[config.mk]
export PLATFORM = sky130hd
export DESIGN_NAME = qspi_psram_responder_flat
export DESIGN_NICKNAME = d
export VERILOG_FILES = /design/src/rtl/qspi_psram_responder_if.sv /design/src/rtl/qspi_psram_responder.sv /design/src/flat_wrapper.sv
export SDC_FILE = /design/constraint.sdc
export NUM_CORES = 1
export LEC_CHECK = 0
export ABC_AREA = 0
export CORE_MARGIN = 2
export CORE_UTILIZATION = 50
export CTS_CLUSTER_DIAMETER = 200
export DETAILED_ROUTE_END_ITERATION = 7
export GPL_TIMING_DRIVEN = 0
export PLACE_DENSITY = 0.76
export SYNTH_ARGS = -nofsm -noshare
export SYNTH_HDL_FRONTEND = slang
export SYNTH_SLANG_ARGS = --single-unit
[constraint.sdc]
create_clock -name clk -period 2.3 [get_ports clk]
set_clock_uncertainty 0.05 [all_clocks]
set_input_delay 0.46 -clock clk [delete_from_list [all_inputs] [get_ports clk]]
set_output_delay 0.46 -clock clk [all_outputs]
set_load 0.02 [all_outputs]
[src/rtl/qspi_psram_responder_if.sv]
// rtl/qspi_psram_responder_if.sv - QSPI pin bundle plus byte-wide memory port of the PSRAM responder
// The master side is the harness (QSPI initiator pins and RAM); the slave side is the responder.
interface qspi_psram_responder_if #(
  parameter int ADDR_BITS = 24
);
  logic                 qspi_clk;
  logic                 qspi_cs_n;
  logic [3:0]           qspi_data_in;
  logic [3:0]           qspi_data_out;
  logic [3:0]           qspi_data_oe;
  logic [ADDR_BITS-1:0] mem_addr;
  logic                 mem_rd;
  logic [7:0]           mem_rdata;
  logic                 mem_wr;
  logic [7:0]           mem_wdata;
  logic                 cmd_error;

  modport master (
    output qspi_clk, qspi_cs_n, qspi_data_in, mem_rdata,
    input  qspi_data_out, qspi_data_oe, mem_addr, mem_rd, mem_wr, mem_wdata, cmd_error
  );

  modport slave (
    input  qspi_clk, qspi_cs_n, qspi_data_in, mem_rdata,
    output qspi_data_out, qspi_data_oe, mem_addr, mem_rd, mem_wr, mem_wdata, cmd_error
  );
endinterface

[src/rtl/qspi_psram_responder.sv]
// rtl/qspi_psram_responder.sv - oversampling QSPI responder decoding quad write (0x02) and fast read (0xEB)
// Pins are synchronised to clk; transactions become single-clk strobes on a byte RAM port.
module qspi_psram_responder #(
  parameter int ADDR_BITS     = 24,
  parameter int DUMMY_NIBBLES = 6
) (
  input  logic                        clk,
  input  logic                        rst_n,
  qspi_psram_responder_if.slave       bus
);
  localparam logic [2:0] S_IDLE   = 3'd0;
  localparam logic [2:0] S_CMD    = 3'd1;
  localparam logic [2:0] S_ADDR   = 3'd2;
  localparam logic [2:0] S_WDATA  = 3'd3;
  localparam logic [2:0] S_DUMMY  = 3'd4;
  localparam logic [2:0] S_RDATA  = 3'd5;
  localparam logic [2:0] S_IGNORE = 3'd6;
  localparam logic [3:0] DUMMY_CNT = 4'(DUMMY_NIBBLES);

  // qclk_q: [0],[1] synchroniser, [2] previous synced value for edge detection
  logic [2:0]           qclk_q, qclk_d;
  logic [1:0]           cs_q, cs_d;
  logic [3:0]           din1_q, din1_d, din2_q, din2_d;
  logic [2:0]           state_q, state_d;
  logic [3:0]           cnt_q, cnt_d;
  logic [19:0]          sr_q, sr_d;
  logic                 is_read_q, is_read_d;
  logic [ADDR_BITS-1:0] addr_q, addr_d;
  logic [7:0]           rbuf_q, rbuf_d;
  logic [7:0]           pref_q, pref_d;
  logic [3:0]           wnib_q, wnib_d;
  logic                 phase_q, phase_d;
  logic                 rd_dly_q, rd_dly_d;
  logic                 mem_rd_q, mem_rd_d;
  logic                 mem_wr_q, mem_wr_d;
  logic [7:0]           wdata_q, wdata_d;
  logic                 cmd_err_q, cmd_err_d;
  logic [3:0]           out_q, out_d;
  logic [3:0]           oe_q, oe_d;

  logic                 rise, fall, cs_hi;
  logic [3:0]           nib;
  logic [23:0]          addr_full;

  assign rise      = qclk_q[1] & ~qclk_q[2];
  assign fall      = ~qclk_q[1] & qclk_q[2];
  assign cs_hi     = cs_q[1];
  assign nib       = din2_q;
  assign addr_full = {sr_q, nib};

  always_comb begin
    qclk_d    = {qclk_q[1:0], bus.qspi_clk};
    cs_d      = {cs_q[0], bus.qspi_cs_n};
    din1_d    = bus.qspi_data_in;
    din2_d    = din1_q;
    state_d   = state_q;
    cnt_d     = cnt_q;
    sr_d      = sr_q;
    is_read_d = is_read_q;
    addr_d    = addr_q;
    rbuf_d    = rbuf_q;
    pref_d    = pref_q;
    wnib_d    = wnib_q;
    phase_d   = phase_q;
    rd_dly_d  = mem_rd_q;
    mem_rd_d  = 1'b0;
    mem_wr_d  = 1'b0;
    wdata_d   = wdata_q;
    cmd_err_d = 1'b0;
    out_d     = out_q;
    oe_d      = oe_q;

    if (cs_hi) begin
      state_d  = S_IDLE;
      oe_d     = 4'h0;
      cnt_d    = 4'd0;
      phase_d  = 1'b0;
      rd_dly_d = 1'b0;
    end else begin
      case (state_q)
        S_IDLE: begin
          state_d = S_CMD;
          cnt_d   = 4'd0;
        end
        S_CMD: if (rise) begin
          sr_d  = {sr_q[15:0], nib};
          cnt_d = cnt_q + 4'd1;
          if (cnt_q == 4'd1) begin
            cnt_d = 4'd0;
            case ({sr_q[3:0], nib})
              8'h02: begin state_d = S_ADDR; is_read_d = 1'b0; end
              8'hEB: begin state_d = S_ADDR; is_read_d = 1'b1; end
              default: begin state_d = S_IGNORE; cmd_err_d = 1'b1; end
            endcase
          end
        end
        S_ADDR: if (rise) begin
          sr_d  = {sr_q[15:0], nib};
          cnt_d = cnt_q + 4'd1;
          if (cnt_q == 4'd5) begin
            cnt_d  = 4'd0;
            addr_d = addr_full[ADDR_BITS-1:0];
            if (is_read_q) begin
              state_d  = S_DUMMY;
              mem_rd_d = 1'b1;
            end else begin
              state_d  = S_WDATA;
            end
          end
        end
        S_DUMMY: begin
          if (rd_dly_q) rbuf_d = bus.mem_rdata;
          if (rise && cnt_q != DUMMY_CNT) begin
            cnt_d = cnt_q + 4'd1;
          end else if (fall && cnt_q == DUMMY_CNT) begin
            state_d  = S_RDATA;
            oe_d     = 4'hF;
            out_d    = rbuf_q[7:4];
            phase_d  = 1'b1;
            addr_d   = addr_q + ADDR_BITS'(1);
            mem_rd_d = 1'b1;
          end
        end
        S_RDATA: begin
          // phase_q high means the high nibble of rbuf is on the pins now
          if (rd_dly_q) pref_d = bus.mem_rdata;
          if (fall) begin
            if (phase_q) begin
              out_d   = rbuf_q[3:0];
              phase_d = 1'b0;
            end else begin
              out_d    = pref_q[7:4];
              rbuf_d   = pref_q;
              phase_d  = 1'b1;
              addr_d   = addr_q + ADDR_BITS'(1);
              mem_rd_d = 1'b1;
            end
          end
        end
        S_WDATA: begin
          if (mem_wr_q) addr_d = addr_q + ADDR_BITS'(1);
          if (rise) begin
            if (cnt_q == 4'd0) begin
              wnib_d = nib;
              cnt_d  = 4'd1;
            end else begin
              cnt_d    = 4'd0;
              mem_wr_d = 1'b1;
              wdata_d  = {wnib_q, nib};
            end
          end
        end
        default: ;
      endcase
    end
  end

  always_ff @(posedge clk or negedge rst_n) begin
    if (!rst_n) begin
      qclk_q    <= 3'b000;
      cs_q      <= 2'b11;
      din1_q    <= 4'h0;
      din2_q    <= 4'h0;
      state_q   <= S_IDLE;
      cnt_q     <= 4'd0;
      sr_q      <= 20'h0;
      is_read_q <= 1'b0;
      addr_q    <= '0;
      rbuf_q    <= 8'h00;
      pref_q    <= 8'h00;
      wnib_q    <= 4'h0;
      phase_q   <= 1'b0;
      rd_dly_q  <= 1'b0;
      mem_rd_q  <= 1'b0;
      mem_wr_q  <= 1'b0;
      wdata_q   <= 8'h00;
      cmd_err_q <= 1'b0;
      out_q     <= 4'h0;
      oe_q      <= 4'h0;
    end else begin
      qclk_q    <= qclk_d;
      cs_q      <= cs_d;
      din1_q    <= din1_d;
      din2_q    <= din2_d;
      state_q   <= state_d;
      cnt_q     <= cnt_d;
      sr_q      <= sr_d;
      is_read_q <= is_read_d;
      addr_q    <= addr_d;
      rbuf_q    <= rbuf_d;
      pref_q    <= pref_d;
      wnib_q    <= wnib_d;
      phase_q   <= phase_d;
      rd_dly_q  <= rd_dly_d;
      mem_rd_q  <= mem_rd_d;
      mem_wr_q  <= mem_wr_d;
      wdata_q   <= wdata_d;
      cmd_err_q <= cmd_err_d;
      out_q     <= out_d;
      oe_q      <= oe_d;
    end
  end

  assign bus.qspi_data_out = out_q;
  assign bus.qspi_data_oe  = oe_q;
  assign bus.mem_addr      = addr_q;
  assign bus.mem_rd        = mem_rd_q;
  assign bus.mem_wr        = mem_wr_q;
  assign bus.mem_wdata     = wdata_q;
  assign bus.cmd_error     = cmd_err_q;
endmodule

[src/flat_wrapper.sv]
// flat-port wrapper written by rule: the top's interface ports become plain ports
module qspi_psram_responder_flat 
#(
  parameter int ADDR_BITS     = 24,
  parameter int DUMMY_NIBBLES = 6
)
  (clk, rst_n, bus_qspi_clk, bus_qspi_cs_n, bus_qspi_data_in, bus_mem_rdata, bus_qspi_data_out, bus_qspi_data_oe, bus_mem_addr, bus_mem_rd, bus_mem_wr, bus_mem_wdata, bus_cmd_error);
  qspi_psram_responder_if #(.ADDR_BITS(ADDR_BITS)) bus_i ();
  input  logic clk;
  input  logic rst_n;
  input wire logic [$bits(bus_i.qspi_clk)-1:0] bus_qspi_clk;
  input wire logic [$bits(bus_i.qspi_cs_n)-1:0] bus_qspi_cs_n;
  input wire logic [$bits(bus_i.qspi_data_in)-1:0] bus_qspi_data_in;
  input wire logic [$bits(bus_i.mem_rdata)-1:0] bus_mem_rdata;
  output wire logic [$bits(bus_i.qspi_data_out)-1:0] bus_qspi_data_out;
  output wire logic [$bits(bus_i.qspi_data_oe)-1:0] bus_qspi_data_oe;
  output wire logic [$bits(bus_i.mem_addr)-1:0] bus_mem_addr;
  output wire logic [$bits(bus_i.mem_rd)-1:0] bus_mem_rd;
  output wire logic [$bits(bus_i.mem_wr)-1:0] bus_mem_wr;
  output wire logic [$bits(bus_i.mem_wdata)-1:0] bus_mem_wdata;
  output wire logic [$bits(bus_i.cmd_error)-1:0] bus_cmd_error;
  assign bus_i.qspi_clk = bus_qspi_clk;
  assign bus_i.qspi_cs_n = bus_qspi_cs_n;
  assign bus_i.qspi_data_in = bus_qspi_data_in;
  assign bus_i.mem_rdata = bus_mem_rdata;
  assign bus_qspi_data_out = bus_i.qspi_data_out;
  assign bus_qspi_data_oe = bus_i.qspi_data_oe;
  assign bus_mem_addr = bus_i.mem_addr;
  assign bus_mem_rd = bus_i.mem_rd;
  assign bus_mem_wr = bus_i.mem_wr;
  assign bus_mem_wdata = bus_i.mem_wdata;
  assign bus_cmd_error = bus_i.cmd_error;
  qspi_psram_responder #(.ADDR_BITS(ADDR_BITS), .DUMMY_NIBBLES(DUMMY_NIBBLES)) u_core (.clk(clk), .rst_n(rst_n), .bus(bus_i));
endmodule
Word-level counts from Yosys, hierarchy flattened
Cells that the tools add are included.

storage, ports and cells
  register bits = 106
  bits of input ports = 16
  output and inout bits = 43
  logic and storage cells = 148

operators by class
  $add $sub $neg = 2
  equal/unequal tests = 29
  multiplexer cells = 65
  bitwise gates (word level) = 6
  reduce and logical (&&, ||, !) cells = 26

operators with widths
  cell                                                   number
  2-to-1 mux 24 bit                                      7
  case mux 24 bit (4 select lines)                       1
  2-to-1 mux 4 bit                                       15
  2-to-1 mux 3 bit                                       9
  adder 24 x 1 -> 24 bit, second input constant          1
  2-to-1 mux 8 bit                                       3
  inequality test 3 x 1 -> 1 bit, second input constant  8
  2-to-1 mux 1 bit                                       23
  case mux 4 bit (5 select lines)                        1
  AND reduction 5 bit                                    4
  case mux 8 bit (2 select lines)                        1
  inequality test 2 x 1 -> 1 bit, second input constant  7
  case mux 3 bit (4 select lines)                        1
  AND reduction 4 bit                                    3
  AND reduction 3 bit                                    3
  AND reduction 9 bit                                    1
  == test 4 x 3 -> 1 bit, second input constant          2
  == test 8 x 2 -> 1 bit, second input constant          1
  == test 8 bit, second input constant                   1
  case mux 4 bit (2 select lines)                        1
  nonzero test 2 bit                                     4
  AND reduction 7 bit                                    1
  == test 3 x 2 -> 1 bit, second input constant          2
  == test 3 bit, second input constant                   2
  18 further kinds                                       26

Longest topological paths before layout
  depth in word-level cells = 7
  mapped depth = 9

Least setup slack after synthesis
OpenSTA, ideal clock, no wires.

  path type = register to register
  start point = register u_core.cnt_q[1]
  end point = register u_core.addr_q[2], in the netlist u_core.bus.mem_addr[2]
  arrival time = 1.815 ns
  required time = 2.129 ns
  setup slack = 0.314 ns
  stages on the path, launching flop included = 8
  buffers on the path = 1
  period minus slack after synthesis = 1.986 ns
  cell sequence = dfrtp_1 inv_1 ha_1 nand3b_4 or2_4 a221o_2 buf_6 o22a_1

between the ends
  cells in the longest elaborated chain, start to end = 4
  elaborated cells on any way between the ends = 9
  those cells by class = eq/ne (6); reduce/logical (3)

RTL lines
  element                                                                            RTL line                                                  source
  start: declaration                                                                 qspi_psram_responder.sv:25                                logic [3:0] cnt_q, cnt_d;
  start signal: assignment                                                           qspi_psram_responder.sv:186                               cnt_q <= cnt_d;
  inequality test 4 x 3 -> 1 bit or == test 4 x 3 -> 1 bit (tied branches)           qspi_psram_responder.sv:113, qspi_psram_responder.sv:115
  logical AND 1 bit (on tied branches)                                               qspi_psram_responder.sv:113, qspi_psram_responder.sv:115
  inequality test 2 bit (no line) or inequality test 2 x 1 -> 1 bit (tied branches)  --
  AND reduction 9 bit (no line) *                                                    --
  end signal: assignment                                                             qspi_psram_responder.sv:189                               addr_q <= addr_d;
  end: declaration                                                                   qspi_psram_responder.sv:28                                logic [ADDR_BITS-1:0] addr_q, addr_d;

Mark *: on every way between the ends. The rest lies on a longest branch, timed or not.
A chain may end at the register's enable or synchronous reset.

Final worst setup path
  start point = register u_core.cnt_q[0]
  end point = register u_core.addr_q[15], in the netlist u_core.bus.mem_addr[15]

Same word-level chain as after synthesis.

==> load_flow_metrics.sql <==
INSERT INTO impl_metrics (metric_group, metric, value, unit) VALUES
('status', 'outcome', 'finished clean', ''),
('detailed_routing', 'drcViolationCount', '0', ''),
('synthesis', 'synth-warning-count', '0', ''),
('placed_design', 'placement.io_buffers', '58', ''),
('sta', 'final_hold_violation_count', '0', ''),
('detailed_routing', 'routed-via-count', '3919', ''),
('synthesis', 'synth-seq-area-share', '51.3', '%'),
('worst_hold_path', 'hp-class', 'input port to asynchronous set/reset pin', ''),
('die', 'design.core.area', '9770', 'µm²'),
('setup_path', 'timing.critical_path.max_delay_family', 'compound AO/OA/AOI/OAI gates', ''),
('die', 'start_util', '51.4', '%'),
('sta', 'final.min_clock_period', '2.23', 'ns'),
('synthesis', 'yosys_top_cell_by_area', 'sky130_fd_sc_hd__dfrtp_1', ''),
('placed_design', 'place_congestion', '0.959', ''),
('synthesis', 'avgSynthCellArea', '10.9', 'µm²'),
('sta', 'max_slew_margin', '53.5', '%'),
('clock_network', 'cts_buffers', '9', ''),
('setup_path', 'cp_cell_sequence', 'inv_1 > ha_1 > nand3b_2 > o21a_1 > a221oi_2 > buf_4 > buf_4 > o21ai_1 > a22o_1', ''),
('cells_and_area', 'final_layout_size_suffix_gt1_share', '21.0', '%'),
('grt', 'globalRouteTotalUtil', '22.2', '%'),
('synthesis', 'synth_cells', '459', ''),
('detailed_routing', 'pre_repair_dr_iteration_count', '5', ''),
('placed_design', 'hpwlAfterDp', '8440', 'µm'),
('grt', 'gr-total-overflow', '0', ''),
('cells_and_area', 'layout.filler_cells', '801', ''),
('synthesis', 'post_synth_num_cell_types', '64', ''),
('detailed_routing', 'post_dr_wirelength_cell', '17.6', 'µm'),
('cells_and_area', 'postLayoutCellArea', '6050', 'µm²'),
('sta', 'timing.final.max_slew_violations', '0', ''),
('grt', 'number_of_global_route_vias_before_repair', '3838', ''),
('sta', 'whs', '0.0508', 'ns'),
('power', 'total_power_after_layout', '5.75', 'mW'),
('cells_and_area', 'post-route-util', '61.9', '%'),
('synthesis', 'synth_top_area_share', '50.3', '%'),
('clock_network', 'cts_tree', 'done', ''),
('setup_path', 'critical_path.most_common_cell', 'sky130_fd_sc_hd__buf_4', ''),
('power', 'powerDensity', '949', 'nW/µm²'),
('setup_path', 'largest_fanout_on_the_critical_path', '10', ''),
('setup_path', 'critical_path.reg2reg.endpoint', 'u_core.bus.mem_addr[15]$_DFFE_PN0P_', ''),
('setup_path', 'critical_path_depth', '9', ''),
('die', 'ios', '59', ''),
('flow_run', 'max_cap_viol_count', '0', ''),
('grt', 'grt_max_degree', '53', ''),
('power', 'power.static_leakage', '2.67', 'nW'),
('detailed_routing', 'drtIter0Drc', '246', ''),
('synthesis', 'synth.cells.most_frequent', 'sky130_fd_sc_hd__dfrtp_1, sky130_fd_sc_hd__mux2_2, sky130_fd_sc_hd__nand2_1, sky130_fd_sc_hd__o21ai_0, sky130_fd_sc_hd__a21oi_1', ''),
('clock_network', 'clock_tree.root_cell', 'sky130_fd_sc_hd__clkbuf_8', ''),
('setup_path', 'data_arrival_time_of_the_critical_path', '2.44', 'ns'),
('synthesis', 'synth_most_common_cell', 'sky130_fd_sc_hd__dfrtp_1', ''),
('die', 'core.rowCount', '36', ''),
('detailed_routing', 'drtAntennaViolNets', '0', ''),
('cells_and_area', 'syn_to_final_growth', '20.5', '%'),
('power', 'peakVddDrop', '0.538', 'mV'),
('synthesis', 'synth_area', '5020', 'µm²'),
('die', 'y_dimension_of_the_die', '104', 'µm'),
('synthesis', 'post_synth_main_area_contributors', 'sky130_fd_sc_hd__dfrtp_1, sky130_fd_sc_hd__mux2_2, sky130_fd_sc_hd__mux2i_1, sky130_fd_sc_hd__o21ai_0, sky130_fd_sc_hd__a21oi_1', ''),
('sta', 'tightestPinTransition', '0.697', 'ns'),
('cells_and_area', 'insertedDiodeCount', '0', ''),
('clock_network', 'clk_transition_reported_paths', '0.11', 'ns'),
('setup_path', 'buffers_plus_inverters_on_the_worst_setup_path', '3', ''),
('synthesis', 'synth_enable_flop_cells', '0', ''),
('setup_path', 'critical_path.max_stage_delay', '0.48', 'ns'),
('clock_network', 'cts.path.max_buffers', '2', ''),
('setup_path', 'path_class', 'flip-flop to flip-flop', ''),
('die', 'floorplan.die_area', '10900', 'µm²'),
('placed_design', 'postPlaceCellArea', '5800', 'µm²'),
('clock_network', 'clock_latency_reported_for_the_late_side_of_the_worst_skew_pair', '0.37', 'ns'),
('detailed_routing', 'total_length_of_routed_wires', '11800', 'µm'),
('setup_path', 'worstSetupEndpointType', 'flip-flop', ''),
('setup_path', 'worst_path_max_delay_cell', 'sky130_fd_sc_hd__dfrtp_1', ''),
('synthesis', 'synthesis.nets', '481', '');
## where the power goes
group	total [mW]	internal, mW	switching (mW)	leakage [nW]
registers	2.75	2.24	0.510	1.29
logic	1.86	0.894	0.970	1.28
clock network	1.13	0.451	0.676	0.101
total	5.75	3.59	2.16	2.67
## registers in the layout (all words and copies together), names as in the netlist, 2 cells and up
name	cells
u_core.wnib_q	4
u_core.din2_q	4
u_core.cnt_q	4
u_core.bus.mem_wdata	8
u_core.sr_q	20
u_core.rbuf_q	8
u_core.bus.mem_addr	24
u_core.pref_q	8
u_core.qclk_q	3
u_core.bus.qspi_data_out	4
u_core.din1_q	4
u_core.cs_q	2
u_core.state_q	3
## stage by stage
step,worst slack (ns),std cells
after detailed placement,-0.0512,651
after global routing,-0.00692,671
after CTS,0.00380,668
after global placement,-3.02,650
final,0.0689,671
after floorplan,0.314,459
## logic make-up after synthesis
family | synth area share, %
simple gates | 15.3
compound gates | 14.6
flops | 51.3
mux | 13.2
buf+inv | 3.78
fa+ha+maj | 1.49
xor+xnor | 0.174
## repair_timing
action,in CTS,in global routing
endpoints found under the setup margin,8,28
resized for setup,0,8
endpoints found under the hold margin,0,0
buffers inserted,1,3
## how the worst max path moves through the flow
stage / startpoint / to
2_1_floorplan: u_core.cnt_q[1]$_DFFE_PN0P_ / u_core.bus.mem_addr[2]$_DFFE_PN0P_
3_3_place_gp: rst_n / u_core.bus.mem_addr[10]$_DFFE_PN0P_
3_5_place_dp: u_core.state_q[1]$_DFFE_PN0P_ / u_core.bus.mem_addr[15]$_DFFE_PN0P_
4_1_cts: u_core.state_q[1]$_DFFE_PN0P_ / u_core.bus.mem_addr[7]$_DFFE_PN0P_
5_1_grt: u_core.cnt_q[0]$_DFFE_PN0P_ / u_core.bus.mem_addr[15]$_DFFE_PN0P_
6_report: u_core.cnt_q[0]$_DFFE_PN0P_ / u_core.bus.mem_addr[15]$_DFFE_PN0P_
## cells in the final DEF (no fill, tap or decap), drive strengths merged, types with 3 or more instances in the layout
master | synthesis | layout
nor3b | 9 | 9
buf | 20 | 25
a31o | 3 | 3
nand3b | 5 | 5
a221oi | 3 | 3
ha | 6 | 6
nor3 | 4 | 4
a31oi | 4 | 4
nand3 | 14 | 14
nand2 | 34 | 34
a2bb2oi | 5 | 5
nand4 | 9 | 9
mux2 | 44 | 44
clkdlybuf4s50 | 0 | 57
and3 | 3 | 3
dfrtp | 101 | 101
inv | 11 | 15
nor4 | 8 | 8
a21oi | 33 | 33
or3 | 3 | 3
nor2 | 27 | 27
mux2i | 17 | 17
clkbuf | 7 | 18
nand2b | 4 | 4
o21ai | 42 | 42
nor2b | 3 | 3
o22ai | 6 | 6
## metal layers
layer  GRT usage (%)  up-vias  part of all wire [%]
met5               0        -                     0
met4            7.53        0                   1.3
met3            4.57       19                   6.8
met2            34.4      136                    47
met1            31.3     1921                    45
li1                -     1843                     -
## area by class of cell
| cell class | count | area [µm²] | share of cell area [%] |
|---|---|---|---|
| plain buffers | 27 | 155 | 2.56 |
| clock buffers | 10 | 138 | 2.27 |
| clock inverters | 6 | 57.6 | 0.951 |
| inverters | 11 | 41.3 | 0.682 |
| multi-input cells | 318 | 2280 | 37.7 |
| flip-flops and latches | 103 | 2580 | 42.6 |
| well taps | 133 | 166 | 2.75 |
| repair buffers | 63 | 636 | 10.5 |
Note: power is estimated with default switching activity, not from simulation.
==> edit, RTL diff (same flow settings) <==
`ADDR_BITS` is set to 24 in 3 places; all go to 20.
--- a/src/rtl/qspi_psram_responder_if.sv
+++ b/src/rtl/qspi_psram_responder_if.sv
@@ -2,5 +2,5 @@
 // The master side is the harness (QSPI initiator pins and RAM); the slave side is the responder.
 interface qspi_psram_responder_if #(
-  parameter int ADDR_BITS = 24
+  parameter int ADDR_BITS = 20
 );
   logic                 qspi_clk;
--- a/src/rtl/qspi_psram_responder.sv
+++ b/src/rtl/qspi_psram_responder.sv
@@ -2,5 +2,5 @@
 // Pins are synchronised to clk; transactions become single-clk strobes on a byte RAM port.
 module qspi_psram_responder #(
-  parameter int ADDR_BITS     = 24,
+  parameter int ADDR_BITS     = 20,
   parameter int DUMMY_NIBBLES = 6
 ) (
--- a/src/flat_wrapper.sv
+++ b/src/flat_wrapper.sv
@@ -2,5 +2,5 @@
 module qspi_psram_responder_flat 
 #(
-  parameter int ADDR_BITS     = 24,
+  parameter int ADDR_BITS     = 20,
   parameter int DUMMY_NIBBLES = 6
 )
Interface: changed (resized bus_mem_addr); port bits go from 59 to 55. No check against the original RTL was run, so the function may have changed too.
==> edit against the original RTL <==
  * Cell count is 9.8% lower
  * Largest cell class unchanged
  * Synthesized cell count is 8.1% lower
  * Setup slack better by 57 ps
  * Critical endpoint is now u_core.bus.mem_addr[1]$_DFFE_PN0P_
  * Via count is 9.5% lower
  * Sequential cell count is 8 lower
  * Global-route usage is 0.73 points lower
  * Routed wire length is 15% lower
  * Hold slack better by 250 ps
  * Design area is 8.6% lower
  * Maximum frequency is 2.6% higher
  * Synthesized area is 8.2% lower
Power is not compared: it rests on default switching activity, and its combinational part moved more than twofold at a synthesized area within 25%.
==> edit: results (changes against the original RTL) <==
GRT Util Overall=21.45% (was 22.18%); Mapped Cells=422 (was 459); initial antenna violation count=0 (unchanged); total CTS buffers=9 (unchanged); DP HPWL=6.951 mm (was 8.435 mm); CP Data Arrival Time=2370 ps (was 2440 ps); DRT iter0 DRCs=212 (was 246); share of cells above drive strength 1=20.24% (was 21.00%); WL/cell=16.70 um (was 17.65 um); R2R depth=7 (was 9); post-synthesis compound-gate area fraction=15.41% (was 14.62%); drt via density=5.863 (was 5.841); Ys Warns=0 (unchanged); Lkg Pwr=between 0.002 and 0.0025 uW; Slew headroom=59.28% (was 53.54%); hold slack=304.6 ps (was 50.76 ps); reg2reg setup slack=130 ps (was 70 ps); worst hold path type=reg -> reg (was in -> async); first-pass GRT wire length=16.73 mm (was 19.41 mm); worst reg2reg endpoint=u_core.bus.mem_addr[1]$_DFFE_PN0P_ (was u_core.bus.mem_addr[15]$_DFFE_PN0P_); flip-flop count of the largest register after layout=20 (was 24); final wirelength=10.10 mm (was 11.84 mm); dpl cells=588 (was 651); critical path's slowest cell=dfrtp_1 (unchanged); placed cell area=5316 um^2 (was 5797 um^2); Commonest cells post-synth=dfrtp_1 (93), nand2_1 (46), mux2_2 (40), nor2_1 (22), o21ai_0 (19) (was dfrtp_1 (101), mux2_2 (44), nand2_1 (34), o21ai_0 (34), a21oi_1 (32)); outcome=finished clean (unchanged); Layout area overhead=19.94% (was 20.49%); Antenna diodes=0 (unchanged); worst slack at placement=87.78 ps (was -51.21 ps); # port buffers=54 (was 58); worst ir drop on vdd=about 350 uV; global placer's final weighted congestion=0.8555 (was 0.9589); Adder-Cell Fraction of Synth Area=1.628% (was 1.494%); FILL cells=775 (was 801); multiplexer area fraction after synthesis=11.29% (was 13.25%); Cell variety after synth=56 (was 64); nets@finish=511 (was 555); pin count of the biggest net entering global routing=65 (was 53); setup bufs post-CTS=0 (was 1); Seq/Total Area, Yosys=51.60% (was 51.34%); Mapped Nets=444 (was 481); critical path type=reg -> reg (unchanged); Longest Clk Path Bufs=2 (unchanged); CTS H-tree depth=3 (unchanged); Synth area leaders=dfrtp_1 (50%), mux2_2 (9.8%), nand2_1 (3.7%) (was dfrtp_1 (50%), mux2_2 (9.9%), mux2i_1 (3.4%)); vias in the first global route=3388 (was 3838); drt pass-1 iters=4 (was 5); XOR/XNOR share of the synthesized area=0% (was 0.1743%); crit-path max cell delay=450 ps (was 480 ps)
-- edit: cell families after synthesis --
logic type                 Yosys count
and+or+nand+nor                    133
AOI/OAI and AO/OA                  103
DFF                                 95
muxes                               47
buffers and inverters               38
adders and majority gates            6
-- edit: what timing repair did --
| action | CTS | global route |
|---|---|---|
| gates resized for setup | 0 | 2 |
| endpoints found under the setup margin | 0 | 2 |
| endpoints found under the hold margin | 31 | 0 |
| hold buffers | 1 | 0 |
-- edit: metal layers --
metal / track usage [%] / up-vias / share of wire, % / routed length (um)
met1: 29.74 / 1762 / 46 / 4622
met5: 0 / - / 0 / 0
met3: 3.621 / 17 / 3.7 / 370
met2: 34.15 / 102 / 49 / 4932
met4: 8.219 / 0 / 1.7 / 176
li1: - / 1666 / - / -
-- edit: how the worst max path moves through the flow --
stage,endpoint,slack [ps],cells past startpoint
after global placement,u_core.bus.mem_wdata[4]$_DFFE_PN0P_,-2720,1
after detailed placement,u_core.cnt_q[2]$_DFFE_PN0P_,90,7
after floorplan,u_core.cnt_q[2]$_DFFE_PN0P_,370,7
after global routing,u_core.bus.mem_addr[17]$_DFFE_PN0P_,2,8
final,u_core.bus.mem_addr[1]$_DFFE_PN0P_,130,7
after CTS,u_core.cnt_q[2]$_DFFE_PN0P_,80,7
-- edit: power breakdown --
part | leakage (uW) | internal [uW] | switching (uW) | total [uW]
Sequential | 0.00122 | 1830 | 156 | 1980
Combinational | 0.00110 | 267 | 219 | 485
Clock | 0.000102 | 431 | 656 | 1090
Total | 0.00242 | 2520 | 1030 | 3550
-- edit: worst max-delay path: cells and delay by family, from the launching register on --
kind	cells	cell delay, ps
simple gates	1	150
fa+ha+maj	1	160
compound gates	3	870
buf+inv	2	370
flops	1	450
-- edit: layout make-up --
| type | instances | area share, % |
|---|---|---|
| Clock inverter | 7 | 1.289 |
| Multi-Input combinational cell | 289 | 36.39 |
| Buffer | 26 | 3.325 |
| Inverter | 12 | 0.8143 |
| Sequential cell | 95 | 43.02 |
| Clock buffer | 9 | 2.239 |
| Timing Repair Buffer | 56 | 10.40 |
| Tap cell | 111 | 2.511 |
-- edit: metrics by stage --
step / TNS, ps / total power (uW)
after floorplan: 0 / 2251
after global placement: -255040 / 2463
after detailed placement: 0 / 2489
after CTS: 0 / 3573
after global routing: 0 / 3719
final: 0 / 3555
